## config.mk

```make
export PLATFORM = sky130hd
export DESIGN_NAME = register_scan_controller
export DESIGN_NICKNAME = d
export VERILOG_FILES = /design/src/rtl/register_scan_controller_pkg.sv /design/src/rtl/register_scan_controller_match.sv /design/src/rtl/register_scan_controller.sv
export SDC_FILE = /design/constraint.sdc
export NUM_CORES = 1
export LEC_CHECK = 0
export BUFFER_PORTS_ARGS = -buffer_cell sky130_fd_sc_hd__buf_4
export CAP_MARGIN = 10
export CORE_MARGIN = 2
export CORE_UTILIZATION = 42
export CTS_CLUSTER_DIAMETER = 30
export DETAILED_ROUTE_END_ITERATION = 8
export PLACE_DENSITY = 0.81
export SKIP_LAST_GASP = 1
export SLEW_MARGIN = 40
export SYNTH_ARGS = -nofsm -noshare
export SYNTH_HDL_FRONTEND = slang
export SYNTH_SLANG_ARGS = --single-unit
export TNS_END_PERCENT = 30
```

## constraint.sdc

```tcl
create_clock -name clk -period 1.7 [get_ports clk]
set_clock_uncertainty 0.15 [all_clocks]
set_input_delay 0.085 -clock clk [delete_from_list [all_inputs] [get_ports clk]]
set_output_delay 0.085 -clock clk [all_outputs]
set_load 0.01 [all_outputs]
```

## src/rtl/register_scan_controller_pkg.sv

```systemverilog
`default_nettype none
// ============================================================================
// Module   : register_scan_controller_pkg
// Purpose  : Shared sizes, key/flag positions and FSM encodings for the
//            register scan controller, register file and print module.
// Revision : 1.0 - initial release
// ============================================================================
package register_scan_controller_pkg;

    localparam int c_num_regs = 32;
    localparam int c_data_w   = 32;
    localparam int c_idx_w    = 5;
    localparam int c_key_w    = 10;
    localparam int c_key_lsb  = 0;

    localparam logic [1:0] c_st_idle = 2'd0;
    localparam logic [1:0] c_st_scan = 2'd1;
    localparam logic [1:0] c_st_done = 2'd2;

    typedef enum logic [1:0] {
        IDLE = c_st_idle,
        SCAN = c_st_scan,
        DONE = c_st_done
    } scan_state_t;

    // The active flag always sits in the top bit of a register entry.
    function automatic int flag_bit(input int data_w);
        return data_w - 1;
    endfunction

endpackage
`default_nettype wire

```

## src/rtl/register_scan_controller_match.sv

```systemverilog
`default_nettype none
// ============================================================================
// Module   : register_match_unit
// Purpose  : Flags a register entry that is active and carries the scan key.
// Revision : 1.0 - initial release
// ============================================================================
module register_match_unit
    import register_scan_controller_pkg::*;
#(
    parameter int DATA_W = c_data_w
) (
    input  logic [DATA_W-1:0]  data_in,
    input  logic [c_key_w-1:0] key,
    output logic               match
);

    localparam int c_flag = flag_bit(DATA_W);

    // Payload bits between the key field and the flag do not take part.
    logic w_unused_bits;
    assign w_unused_bits = ^data_in;

    assign match = data_in[c_flag] && (data_in[c_key_lsb +: c_key_w] == key);

endmodule
`default_nettype wire

```

## src/rtl/register_scan_controller.sv

```systemverilog
`default_nettype none
// ============================================================================
// Module   : register_scan_controller
// Purpose  : Walks register indices 1..NUM_REGS-1 looking for the first
//            active entry whose key field equals the requested key.
// Revision : 1.0 - initial release
// ============================================================================
module register_scan_controller
    import register_scan_controller_pkg::*;
#(
    parameter int NUM_REGS = c_num_regs,
    parameter int DATA_W   = c_data_w
) (
    input  logic               clk,
    input  logic               reset,
    input  logic               start,
    input  logic [c_key_w-1:0] key_in,
    input  logic               write_req,
    input  logic [DATA_W-1:0]  data_in,
    output logic               selector,
    output logic [c_idx_w-1:0] check_R,
    output logic               busy,
    output logic               done,
    output logic               hit,
    output logic [c_idx_w-1:0] hit_R
);

    localparam logic [c_idx_w-1:0] c_last_idx = c_idx_w'(NUM_REGS - 1);
    localparam logic [c_idx_w-1:0] c_first_idx = c_idx_w'(1);

    scan_state_t        r_state;
    scan_state_t        w_state_nxt;
    logic [c_idx_w-1:0] r_idx;
    logic [c_key_w-1:0] r_key;
    logic               r_exhausted;
    logic               r_pipe_vld;
    logic [c_idx_w-1:0] r_pipe_idx;
    logic               r_hit;
    logic [c_idx_w-1:0] r_hit_r;

    logic w_issue;
    logic w_eval;
    logic w_match;
    logic w_found;
    logic w_last;
    logic w_accept;

    register_match_unit #(
        .DATA_W (DATA_W)
    ) u_match (
        .data_in (data_in),
        .key     (r_key),
        .match   (w_match)
    );

    // The decoder owns the register file port whenever it asks for it.
    assign w_accept = (r_state == IDLE) && start;
    assign w_issue  = (r_state == SCAN) && !write_req && !r_exhausted;
    assign w_eval   = (r_state == SCAN) && r_pipe_vld;
    assign w_found  = w_eval && w_match;
    assign w_last   = w_eval && (r_pipe_idx == c_last_idx);

    always_comb begin
        w_state_nxt = r_state;
        case (r_state)
            IDLE:    if (start) w_state_nxt = SCAN;
            SCAN:    if (w_found || w_last) w_state_nxt = DONE;
            DONE:    w_state_nxt = IDLE;
            default: w_state_nxt = IDLE;
        endcase
    end

    always_ff @(posedge clk) begin
        if (reset) begin
            r_state     <= IDLE;
            r_idx       <= '0;
            r_key       <= '0;
            r_exhausted <= 1'b0;
            r_pipe_vld  <= 1'b0;
            r_pipe_idx  <= '0;
            r_hit       <= 1'b0;
            r_hit_r     <= '0;
        end else begin
            r_state <= w_state_nxt;
            // An index still in flight when the scan finishes is dropped.
            r_pipe_vld <= w_issue && (w_state_nxt == SCAN);

            if (w_accept) begin
                r_key       <= key_in;
                r_idx       <= c_first_idx;
                r_exhausted <= 1'b0;
                r_hit       <= 1'b0;
                r_hit_r     <= '0;
            end

            if (w_issue) begin
                r_pipe_idx <= r_idx;
                if (r_idx == c_last_idx) begin
                    r_exhausted <= 1'b1;
                end else begin
                    r_idx <= r_idx + 1'b1;
                end
            end

            if (w_found) begin
                r_hit   <= 1'b1;
                r_hit_r <= r_pipe_idx;
            end
        end
    end

    assign selector = write_req;
    assign check_R  = w_issue ? r_idx : '0;
    assign busy     = (r_state != IDLE);
    assign done     = (r_state == DONE);
    assign hit      = r_hit;
    assign hit_R    = r_hit_r;

endmodule
`default_nettype wire

```

# Word-level counts from Yosys, hierarchy flattened

Index checks and enable logic that the tools add are counted.

$add $sub $neg: 1
Eq/ne operators: 6
Multiplexer cells: 14
Reduce and logical (&&, ||, !) cells: 14

Operator list:

| kind                  | number |
|---|---|
| $mux W5               | 6 |
| $eq A10 B10 Y1        | 1 |
| $eq A5 B5 Y1 const B  | 2 |
| $logic_and A1 B1 Y1   | 8 |
| $add A5 B1 Y5 const B | 1 |
| $mux W1               | 5 |
| $eq A2 B1 Y1 const B  | 2 |
| $mux W2               | 2 |
| $pmux W2 S2           | 1 |
| $reduce_bool A2 Y1    | 2 |
| $eq A2 B2 Y1 const B  | 1 |
| $logic_not A1 Y1      | 2 |
| $logic_not A2 Y1      | 1 |
| $logic_or A1 B1 Y1    | 1 |

Register bits: 30
Output and inout port bits: 14
Logic and storage cells: 43

# Depth between registers and ports, before layout

Depth after elaboration: 8
Depth in mapped cells: 7

# Hierarchy

Synthesis repeated with hierarchy kept, for this count alone.

Cells, all modules: 165
Area total of the unflattened synthesis: 1343.8 µm²

Modules (own cells, without submodules):

| module                   | times used | cells an instance | area an instance (µm²) |
|---|---|---|---|
| register_scan_controller | 1          | 151               | 1228.7 |
| register_match_unit      | 1          | 14                | 115.1 |

# Worst setup path before layout

No wires, ideal clock.

Path kind: register to register
Start point: register r_idx[0]
End point: register r_idx[3]
Arrival: 1.488 ns
Required time: 1.471 ns
Path slack: -0.018 ns
Cell stages (with the launch flop): 8
Path buffers: 0
Cell sequence: dfxtp_1 > ha_1 > and3_1 > ha_1 > inv_1 > a21oi_1 > a21oi_1 > a211oi_2

Word-level cells in the longest chain between the ends: 3
Elaborated cells on any way between the ends: 4
Those cells by class: 1 x add/sub; 1 x eq/ne; 2 x mux

Ends and longest elaborated chain:

| what                                                 | RTL line                                                        | RTL |
|---|---|---|
| from (decl)                                          | register_scan_controller.sv:33                                  | `logic [c_idx_w-1:0] r_idx;` |
| from (signal assigned)                               | register_scan_controller.sv:90                                  | `r_idx <= c_first_idx;` |
| from (signal assigned)                               | register_scan_controller.sv:101                                 | `r_idx <= r_idx + 1'b1;` |
| $add A5 B1 Y5 / $eq A5 B5 Y1 (equally long branches) | register_scan_controller.sv:101, register_scan_controller.sv:98 |  |
| $mux W5 *                                            | register_scan_controller.sv:98                                  | `if (r_idx == c_last_idx) begin` |
| $mux W5 *                                            | register_scan_controller.sv:96                                  | `if (w_issue) begin` |

Mark *: on every way between the ends. The rest lies on a longest branch, timed or not.
A chain may end at the register's enable or synchronous reset.

# Worst setup path in the final report

Start point: register r_state[1]
End point: output port check_R[4]

Word-level cells in the longest chain between the ends: 4

Ends and longest elaborated chain:

| what                             | RTL line                        | RTL |
|---|---|---|
| from (decl)                      | register_scan_controller.sv:31  | `scan_state_t r_state;` |
| from (signal assigned)           | register_scan_controller.sv:84  | `r_state <= w_state_nxt;` |
| $eq A2 B1 Y1                     | register_scan_controller.sv:58  | `assign w_issue = (r_state == SCAN) && !write_req && !r_exhausted;` |
| $logic_and A1 B1 Y1 (2 in a row) | register_scan_controller.sv:58  |  |
| $mux W5                          | register_scan_controller.sv:113 | `assign check_R = w_issue ? r_idx : '0;` |
| to (decl)                        | register_scan_controller.sv:21  | `output logic [c_idx_w-1:0] check_R,` |

No other way between the ends.

==> metrics.txt <==
status complete, but fails checks; failing checks negative setup slack; VDD IR max 363 µV; CTS clock-pin slew for the worst setup and hold paths 0.09 ns; DR WL/cell 12.6 µm; Slew headroom 0.738; worst min-delay path category in -> reg; placed insts 247; CP most frequent cell buf_6; initial antenna violation count 0; setup slack after layout -0.0231 ns; IO Port Bufs 38; grt met3 use 0.0435; Clk pwr share 0.344; fillers 261; Worst-Skew Late Latency 0.33 ns; root buf cell clkbuf_4; largest area contributor in the netlist dfxtp_1; pre-CTS setup slack -0.00740 ns; Via-to-Cell Ratio 4.94; power per cell area 722 nW/µm²; CP required 1.46 ns; Synth top cells by count nand2_1, dfxtp_1, a21oi_1, xnor2_1, nand3b_1; GR peak layer met2; CORE AREA 3100 µm²; post-detail-place hpwl 2220 µm; Clock Path Buffers 2; WL final 3460 µm; largest net degree at the start of global routing 35; Mapped Cells 163; final hold vios 0; mapped cell area 1400 µm²; Seq cells post-synth 30; predominant post-synthesis flop cell dfxtp_1; Final min period 1.72 ns; Max Fclk 0.580 GHz; Slew @ Worst Pin 0.392 ns; crit-path cells buf_6 > nor4b_4 > buf_6 > nand2_4 > inv_2 > buf_6; Die Height 61.7 µm; Sw Ratio 0.252; die width 61.7 µm; routed vias 1354; io pins 60; Global Route met1 Usage 0.230; # rows 20; M2 GR Usage 0.341; diodes inserted 0; initial DRC count 57; most frequent cell after synthesis nand2_1; Cell Int Power 1.15 mW; top cells by area, synth dfxtp_1, nand2_1, a21oi_1; Yosys cell types 31; Yosys Warn Count 0; Overflow after GRT 0; CTS tree yes; Logic pwr share 0.171; TritonRoute pass-1 iters 4; Setup crit start kind register; syn_nets 211; RSZ-0062 raised after global routing true; htree depth 2; Final Cycle Share 1.01; CTS Sinks 30; Post-layout nets 277; CTS buffer count 5; setup violators final 6; non-filler cells, final 274; data arrival time of the worst path 1.49 ns; post-synthesis sequential area ratio 0.429; kind of end point of the critical path primary output; area share of the largest cell type after synthesis 0.429; syn_area_per_cell 8.59 µm²; DR DRC count 0; Worst Path Class, Setup reg -> out; Slew Viols, Final 0; die area 3810 µm²; Max FO, Critical Path 6; antenna-violating nets left 0; CP peak stage delay 0.34 ns; gr usage total 0.199; NetSw 386 µW; GP Congestion 0.795; max_cap viols 0; Seq pwr share 0.485; Initial Utilization 0.451; EDFF count, synth 0; first-pass GRT wire length 5470 µm; number of global-route vias before repair 1275; P_leak 0.927 nW; Synth async-reset ratio 0; Syn-to-layout area delta 51.6%; Slowest-stage cell, CP dfxtp_2; layout cell share with drive strength beyond 1 0.365
[power by group through the flow]
stage | combinational [mW] | sequential [mW] | clock, mW
6_report | 0.261 | 0.743 | 0.527
5_1_grt | 0.286 | 0.746 | 0.567
4_1_cts | 0.261 | 0.741 | 0.535
3_5_place_dp | 0.223 | 0.758 | 0
3_3_place_gp | 0.219 | 0.756 | 0
2_1_floorplan | 0.125 | 0.758 | 0
[cell type report]
type | count | area (µm²) | share of cell area
Tap cell | 44 | 55.1 | 0.0259
Sequential cell | 30 | 603 | 0.284
Clock buffer | 8 | 78.8 | 0.0371
Timing Repair Buffer | 67 | 557 | 0.262
Inverter | 7 | 26.3 | 0.0124
Multi-Input combinational cell | 118 | 802 | 0.378
[worst max-delay path: cells and delay by family (launching register included)]
family	cells	cell delay, ns
buffers and inverters	4	0.46
flip-flops	1	0.34
AND/OR/NAND/NOR	2	0.34
[registers in the layout (all words and copies together), names as in the netlist]
| name | count |
|---|---|
| r_state | 2 |
| r_pipe_idx | 5 |
| hit_R | 5 |
| hit | 1 |
| r_idx | 5 |
| r_exhausted | 1 |
| r_key | 10 |
| r_pipe_vld | 1 |
[stage by stage]
stage               hold WS, ns  area, µm²  TNS [ns]  power (mW)  utilization
floorplan                0.0710       1400         0       0.884            -
global placement          0.186       1780         0       0.976        0.574
detailed placement        0.191       1780  -0.00740       0.981        0.574
CTS                      0.0533       2100   -0.0761        1.54        0.677
global route             0.0704       2120    -0.814        1.60        0.684
finish                   0.0644       2120   -0.0819        1.53        0.684
[what timing repair did]
action / 4_1_cts / 5_1_grt
hold buffers: 11 / 0
pin swaps: 6 / 0
resized for setup: 25 / 3
setup buffers: 7 / 1
setup endpoints to repair: 6 / 20
endpoints found under the hold margin: 22 / 0
[logic make-up after synthesis]
logic type | Yosys count | synth area share
DFF | 30 | 0.429
buffers and inverters | 15 | 0.0456
AOI/OAI and AO/OA | 27 | 0.112
muxes | 5 | 0.0357
and+or+nand+nor | 74 | 0.298
adders and majority gates | 2 | 0.0179
xor gates and xnor gates | 10 | 0.0626
[per-layer routing]
layer,part of all wire,vias to the layer above
met3,0.048,7
met5,0,-
met4,0.024,0
li1,-,684
met2,0.50,35
met1,0.43,628
[worst paths after layout]
| check | startpoint | endpoint | slack (ns) | depth (start not counted) |
|---|---|---|---|---|
| worst min register to register | hit | hit | 0.32 | 2 |
| worst min-delay path | data_in[8] | r_state[1] | 0.06 | 5 |
| worst max register to register | r_state[1] | r_pipe_idx[2] | 0 | 8 |
| worst max-delay path | r_state[1] | check_R[4] | -0.02 | 6 |
[cells in the final DEF, fill, tap and decap left out, types with 2 or more instances in the layout]
cell,instances
a21oi_1,20
nand2b_1,5
buf_6,7
nand3_1,4
nand4_1,4
nor3_1,3
nor3b_1,2
clkbuf_4,5
dfxtp_1,28
nand2_1,30
clkbuf_8,3
buf_4,49
nand3b_1,8
inv_1,2
nor2_1,3
dlygate4sd3_1,11
mux2i_1,5
a211oi_2,2
and4_1,2
xnor2_1,10
nand2_4,5
dfxtp_2,2
inv_2,5
No activity file was read; power rests on OpenSTA's default activity.
